$ cat config.mk
export PLATFORM = sky130hd
export DESIGN_NAME = ps2_host_tx_flat
export DESIGN_NICKNAME = d
export VERILOG_FILES = /design/src/rtl/ps2_host_tx_if.sv /design/src/rtl/ps2_host_tx.sv /design/src/flat_wrapper.sv
export SDC_FILE = /design/constraint.sdc
export NUM_CORES = 1
export LEC_CHECK = 0
export BUFFER_PORTS_ARGS = -buffer_cell sky130_fd_sc_hd__buf_2
export CAP_MARGIN = 0
export CORE_ASPECT_RATIO = 0.6
export CORE_MARGIN = 2
export CORE_UTILIZATION = 55
export DETAILED_ROUTE_END_ITERATION = 8
export HOLD_SLACK_MARGIN = 0.03
export PLACE_DENSITY = 0.74
export SYNTH_ARGS = -nofsm -noshare
export SYNTH_HDL_FRONTEND = slang
export SYNTH_SLANG_ARGS = --single-unit
$ cat constraint.sdc
create_clock -name clock_i -period 4.4 [get_ports clock_i]
set_input_delay 0.88 -clock clock_i [delete_from_list [all_inputs] [get_ports clock_i]]
set_output_delay 0.88 -clock clock_i [all_outputs]
set_load 0.02 [all_outputs]
$ cat src/rtl/ps2_host_tx_if.sv
// ps2_host_tx_if: command handshake and PS/2 line bundle for the host transmitter
interface ps2_host_tx_if;
  logic [7:0] data_i;
  logic send_i;
  logic busy_o;
  logic done_o;
  logic error_o;
  logic ps2_clk_i;
  logic ps2_data_i;
  logic ps2_clk_oe_o;
  logic ps2_data_oe_o;
  modport master (
    output data_i, send_i, ps2_clk_i, ps2_data_i,
    input busy_o, done_o, error_o, ps2_clk_oe_o, ps2_data_oe_o
  );
  modport slave (
    input data_i, send_i, ps2_clk_i, ps2_data_i,
    output busy_o, done_o, error_o, ps2_clk_oe_o, ps2_data_oe_o
  );
endinterface

$ cat src/rtl/ps2_host_tx.sv
// ps2_host_tx: PS/2 host-to-device command transmitter with inhibit, framing, ack check and timeout
module ps2_host_tx #(
  parameter int CLK_FREQ_HZ = 50000000,
  parameter int INHIBIT_US = 100,
  parameter int TIMEOUT_US = 15000
) (
  input logic clock_i,
  input logic reset_i,
  ps2_host_tx_if.slave bus
);
  localparam int INH = CLK_FREQ_HZ / 1000000 * INHIBIT_US;
  localparam int TMO = CLK_FREQ_HZ / 1000000 * TIMEOUT_US;
  localparam int INH_W = $clog2(INH + 1);
  localparam int TMO_W = $clog2(TMO + 1);
  typedef enum logic [2:0] {IDLE, INHIBIT, REQ, BITS, ACK, WAIT_IDLE} state_t;
  state_t state, state_n;
  logic [1:0] s1, s2, filt;
  logic [2:0] h [2];
  logic clk_d, fell, expired;
  logic [INH_W-1:0] icnt;
  logic [TMO_W-1:0] tcnt;
  logic [8:0] sh;
  logic [3:0] bcnt;
  logic done_q, err_q, done_n, err_n, clk_oe, data_oe;
  assign fell = clk_d & ~filt[0];
  assign expired = tcnt == TMO_W'(TMO - 1);
  always_ff @(posedge clock_i) begin
    if (reset_i) begin
      state <= IDLE;
      s1 <= '1;
      s2 <= '1;
      h <= '{3'b111, 3'b111};
      filt <= '1;
      clk_d <= 1'b1;
      icnt <= '0;
      tcnt <= '0;
      sh <= '0;
      bcnt <= '0;
      done_q <= 1'b0;
      err_q <= 1'b0;
    end else begin
      state <= state_n;
      s1 <= {bus.ps2_data_i, bus.ps2_clk_i};
      s2 <= s1;
      clk_d <= filt[0];
      done_q <= done_n;
      err_q <= err_n;
      // a line level is accepted only after four matching synchronized samples
      for (int k = 0; k < 2; k++) begin
        h[k] <= {h[k][1:0], s2[k]};
        filt[k] <= (&{h[k], s2[k]}) ? 1'b1 : (|{h[k], s2[k]}) ? filt[k] : 1'b0;
      end
      icnt <= (state == INHIBIT) ? icnt + 1'b1 : '0;
      tcnt <= (state == REQ || state == BITS || state == ACK) ? tcnt + 1'b1 : '0;
      bcnt <= (state == BITS) ? (fell ? bcnt + 1'b1 : bcnt) : '0;
      if (state == IDLE && bus.send_i)
        sh <= {~^bus.data_i, bus.data_i};
      else if (state == BITS && fell)
        sh <= sh >> 1;
    end
  end
  always_comb begin
    state_n = state;
    done_n = 1'b0;
    err_n = 1'b0;
    clk_oe = 1'b0;
    data_oe = 1'b0;
    case (state)
      IDLE: state_n = bus.send_i ? INHIBIT : IDLE;
      INHIBIT: begin
        clk_oe = 1'b1;
        data_oe = icnt == INH_W'(INH - 1);
        state_n = data_oe ? REQ : INHIBIT;
      end
      REQ: begin
        data_oe = 1'b1;
        err_n = expired;
        state_n = expired ? IDLE : fell ? BITS : REQ;
      end
      BITS: begin
        data_oe = ~sh[0];
        err_n = expired;
        state_n = expired ? IDLE : (fell && bcnt == 4'd8) ? ACK : BITS;
      end
      ACK: begin
        // stop bit is the released line; device answers on the next falling edge
        done_n = ~expired & fell & ~filt[1];
        err_n = expired | (fell & filt[1]);
        state_n = expired ? IDLE : fell ? WAIT_IDLE : ACK;
      end
      WAIT_IDLE: state_n = (&filt) ? IDLE : WAIT_IDLE;
      default: state_n = IDLE;
    endcase
  end
  assign bus.busy_o = state != IDLE;
  assign bus.done_o = done_q;
  assign bus.error_o = err_q;
  assign bus.ps2_clk_oe_o = clk_oe;
  assign bus.ps2_data_oe_o = data_oe;
endmodule
$ cat src/flat_wrapper.sv
// flat-port wrapper written by rule: the top's interface ports become plain ports
module ps2_host_tx_flat 
#(
  parameter int CLK_FREQ_HZ = 50000000,
  parameter int INHIBIT_US = 100,
  parameter int TIMEOUT_US = 15000
)
  (clock_i, reset_i, bus_data_i, bus_send_i, bus_ps2_clk_i, bus_ps2_data_i, bus_busy_o, bus_done_o, bus_error_o, bus_ps2_clk_oe_o, bus_ps2_data_oe_o);
  ps2_host_tx_if bus_i ();
  input logic clock_i;
  input logic reset_i;
  input wire logic [$bits(bus_i.data_i)-1:0] bus_data_i;
  input wire logic [$bits(bus_i.send_i)-1:0] bus_send_i;
  input wire logic [$bits(bus_i.ps2_clk_i)-1:0] bus_ps2_clk_i;
  input wire logic [$bits(bus_i.ps2_data_i)-1:0] bus_ps2_data_i;
  output wire logic [$bits(bus_i.busy_o)-1:0] bus_busy_o;
  output wire logic [$bits(bus_i.done_o)-1:0] bus_done_o;
  output wire logic [$bits(bus_i.error_o)-1:0] bus_error_o;
  output wire logic [$bits(bus_i.ps2_clk_oe_o)-1:0] bus_ps2_clk_oe_o;
  output wire logic [$bits(bus_i.ps2_data_oe_o)-1:0] bus_ps2_data_oe_o;
  assign bus_i.data_i = bus_data_i;
  assign bus_i.send_i = bus_send_i;
  assign bus_i.ps2_clk_i = bus_ps2_clk_i;
  assign bus_i.ps2_data_i = bus_ps2_data_i;
  assign bus_busy_o = bus_i.busy_o;
  assign bus_done_o = bus_i.done_o;
  assign bus_error_o = bus_i.error_o;
  assign bus_ps2_clk_oe_o = bus_i.ps2_clk_oe_o;
  assign bus_ps2_data_oe_o = bus_i.ps2_data_oe_o;
  ps2_host_tx #(.CLK_FREQ_HZ(CLK_FREQ_HZ), .INHIBIT_US(INHIBIT_US), .TIMEOUT_US(TIMEOUT_US)) u_core (.clock_i(clock_i), .reset_i(reset_i), .bus(bus_i));
endmodule
==> flow_summary.json <==
{
  "status": "finished, final reports clean",
  "synth-warning-count": 0,
  "chipHeight_um": 58.6,
  "postRouteWirelength_um": 5110,
  "drv_slew": 0,
  "min_path_type": "reg2reg",
  "timing.final.hold_violations": 0,
  "post-cts-setup-buffers": 0,
  "flow.area_growth_from_synthesis_pct": 12.6,
  "initial_utilization": 0.583,
  "clock_tree.buffer_depth": 2,
  "pre_cts_slack_ns": 1.77,
  "yosysMostFrequentCell": "sky130_fd_sc_hd__dfxtp_1",
  "cts.sink_count": 64,
  "cp-start-kind": "register",
  "final_nets": 347,
  "core_region_area_um2": 4680,
  "rsz0062_at_grt": "no",
  "ctsRootBufferMaster": "sky130_fd_sc_hd__clkbuf_8",
  "worst_case_headroom_to_the_max_slew_limit": 0.416,
  "synthDominantAreaCellType": "sky130_fd_sc_hd__dfxtp_1",
  "worstSetupEndpointType": "output pin",
  "design_power_total_mw": 1.21,
  "placement.io_buffers": 17,
  "drcViolationCount": 0,
  "setup_violations": 0,
  "first_global_vias": 1887,
  "ranking_of_synthesized_cells_by_instance_count": "64 x sky130_fd_sc_hd__dfxtp_1, 52 x sky130_fd_sc_hd__nor2_1, 34 x sky130_fd_sc_hd__nand2_1",
  "synthTopCellsByArea": "sky130_fd_sc_hd__dfxtp_1 47%, sky130_fd_sc_hd__xnor2_1 7.7%, sky130_fd_sc_hd__nor2_1 7.1%",
  "globalRoute.totalOverflow": 0,
  "count_of_inserted_antenna_diode_cells": 0,
  "ctsHtreeMaxLevel": 3,
  "post_synthesis_instance_area_um2": 2730,
  "maximum_number_of_pins_on_one_net_before_global_route_repair": 28,
  "avgViaCountPerCell": 5.26,
  "cts_repair_resize_count": 0,
  "share_of_yosys_cell_area_claimed_by_the_top_area_cell_type": 0.469,
  "grt_antenna_before_repair": 0,
  "syn_avg_cell_area_um2": 8.73,
  "number_of_synthesized_flops_with_an_enable_pin": 0,
  "cts_tree": "yes",
  "timing.critical_path.mode_cell": "sky130_fd_sc_hd__nand2_1",
  "ant_nets": 0,
  "worst_path_largest_cell_delay_ns": 0.55,
  "vdd.ir_drop.worst_mv": 0.302,
  "total_clock_buffers_created_by_cts": 9,
  "ctsHoldBuffers": 0,
  "cellLeakagePower_nw": 1.06,
  "total_power_per_unit_cell_area_nw_per_um2": 393,
  "rows": 19,
  "routabilityCongestion": 0.874,
  "min_period_ns": 2.99,
  "post_synth_num_cell_types": 38,
  "layout_worst_path_cycle_share": 0.680,
  "worst_setup_path_category": "reg2out",
  "synth.ff_latch_count": 64,
  "finish.instance_area_um2": 3080,
  "clkTransAtPathRegs_ns": 0.07,
  "tightestPinTransition_ns": 0.876,
  "grt_first_pass_wirelength_um": 8650,
  "max_cap_violations": 0,
  "sequential_share_of_the_synthesized_area": 0.469,
  "hold-path-cell-count": 1,
  "drive_gt1_frac": 0.155,
  "via_count": 2093,
  "timing.critical_path.cells": "or4b_1, nor4_1, nand2_1, nand2_1, buf_2",
  "cp_data_arrival_time_ns": 2.11,
  "total_die_area_um2": 5560,
  "synth_cells": 313,
  "timing.fmax_mhz": 334,
  "io-pin-count": 18,
  "postPlaceCellArea_um2": 2860,
  "dr.pass1.iters": 4,
  "setup_total_negative_slack_ns": 0,
  "timing.critical_path.fanout_max": 6,
  "place_hpwl_um": 3470,
  "final_worst_path_setup_slack_ns": 1.41,
  "slowest_cell_on_crit_path": "sky130_fd_sc_hd__or4b_1",
  "wire_per_inst_um": 12.8,
  "dieWidth_um": 95.0,
  "first_iter_violations": 185,
  "clock_skew_after_layout_ns": 0.00827,
  "required_ns": 3.52,
  "worst_reg_to_reg_cells": 5,
  "synth_nets": 330,
  "gr-usage-all-layers": 0.209,
  "clock_latency_ns": 0.34,
  "number_of_filler_instances_in_the_final_layout": 367,
  "yosys_most_used_dff": "sky130_fd_sc_hd__dfxtp_1",
  "async_set_or_reset_flop_fraction_in_the_synthesized_netlist": 0
}
==> path summary, 6_finish.rpt <==
check / from / endpoint / slack, ns
worst max-delay path: u_core.icnt[3] / bus_ps2_data_oe_o / 1.41
worst min-delay path: u_core.s1[1] / u_core.s2[1] / 0.41
worst max register to register: u_core.filt[0] / u_core.sh[2] / 2.10
worst min register to register: u_core.s1[1] / u_core.s2[1] / 0.41
==> sequential cells by signal, indices dropped and copies added, names as in the netlist, 2 cells and up <==
| register | cells |
|---|---|
| u_core.state | 3 |
| u_core.s2 | 2 |
| u_core.icnt | 13 |
| u_core.sh | 9 |
| u_core.filt | 2 |
| u_core.s1 | 2 |
| u_core.bcnt | 4 |
| u_core.tcnt | 20 |
| u_core.h | 6 |
==> kinds of logic after synthesis <==
family / count (synthesis) / synth area share
simple gates: 156 / 0.289
flops: 64 / 0.469
mux: 1 / 0.00366
xor+xnor: 37 / 0.119
compound gates: 31 / 0.0738
buf+inv: 20 / 0.0279
fa+ha+maj: 4 / 0.0183
==> cell usage in the layout, fill, tap and decap left out, types with 7 or more instances in the layout <==
| master | count |
|---|---|
| sky130_fd_sc_hd__a311oi_1 | 7 |
| sky130_fd_sc_hd__xnor2_1 | 24 |
| sky130_fd_sc_hd__nand4_1 | 7 |
| sky130_fd_sc_hd__or2_2 | 13 |
| sky130_fd_sc_hd__inv_1 | 9 |
| sky130_fd_sc_hd__clkbuf_8 | 10 |
| sky130_fd_sc_hd__nand2_1 | 34 |
| sky130_fd_sc_hd__xor2_1 | 13 |
| sky130_fd_sc_hd__a21oi_1 | 9 |
| sky130_fd_sc_hd__nand3_1 | 14 |
| sky130_fd_sc_hd__dfxtp_1 | 64 |
| sky130_fd_sc_hd__buf_2 | 17 |
| sky130_fd_sc_hd__nor2_1 | 52 |
==> layer usage <==
metal / track usage / vias to the layer above / part of all wire
met5: 0 / - / 0
met4: 0.0704 / 0 / 0.010
met2: 0.281 / 37 / 0.40
met3: 0.0960 / 7 / 0.041
li1: - / 1097 / -
met1: 0.296 / 952 / 0.55
==> layout make-up <==
| class | count | area (um2) | area share |
|---|---|---|---|
| multi-input cells | 229 | 1380 | 0.448 |
| flip-flops and latches | 64 | 1280 | 0.416 |
| clock buffers | 10 | 138 | 0.0447 |
| repair buffers | 17 | 85.1 | 0.0277 |
| clock inverters | 6 | 82.6 | 0.0268 |
| well taps | 63 | 78.8 | 0.0256 |
| inverters | 9 | 33.8 | 0.0110 |
==> metrics by stage <==
step	cells	hold WS (ns)	util
2_1_floorplan	313	0.389	-
3_3_place_gp	382	0.392	0.610
3_5_place_dp	382	0.398	0.610
4_1_cts	398	0.414	0.657
5_1_grt	398	0.425	0.657
6_report	398	0.412	0.657
==> where the power goes <==
group	switching, mW	total, mW	leakage, nW	internal [mW]
combinational	0.0331	0.0593	0.432	0.0262
clock	0.220	0.551	0.112	0.331
sequential	0.00863	0.600	0.519	0.592
total	0.261	1.21	1.06	0.949
==> worst max-delay path: cells and delay by family (launching register included) <==
family	cells	cell delay (ns)
AND/OR/NAND/NOR	4	1.24
flip-flops	1	0.37
buffers and inverters	1	0.15
Note: power is estimated with default switching activity, not from simulation.
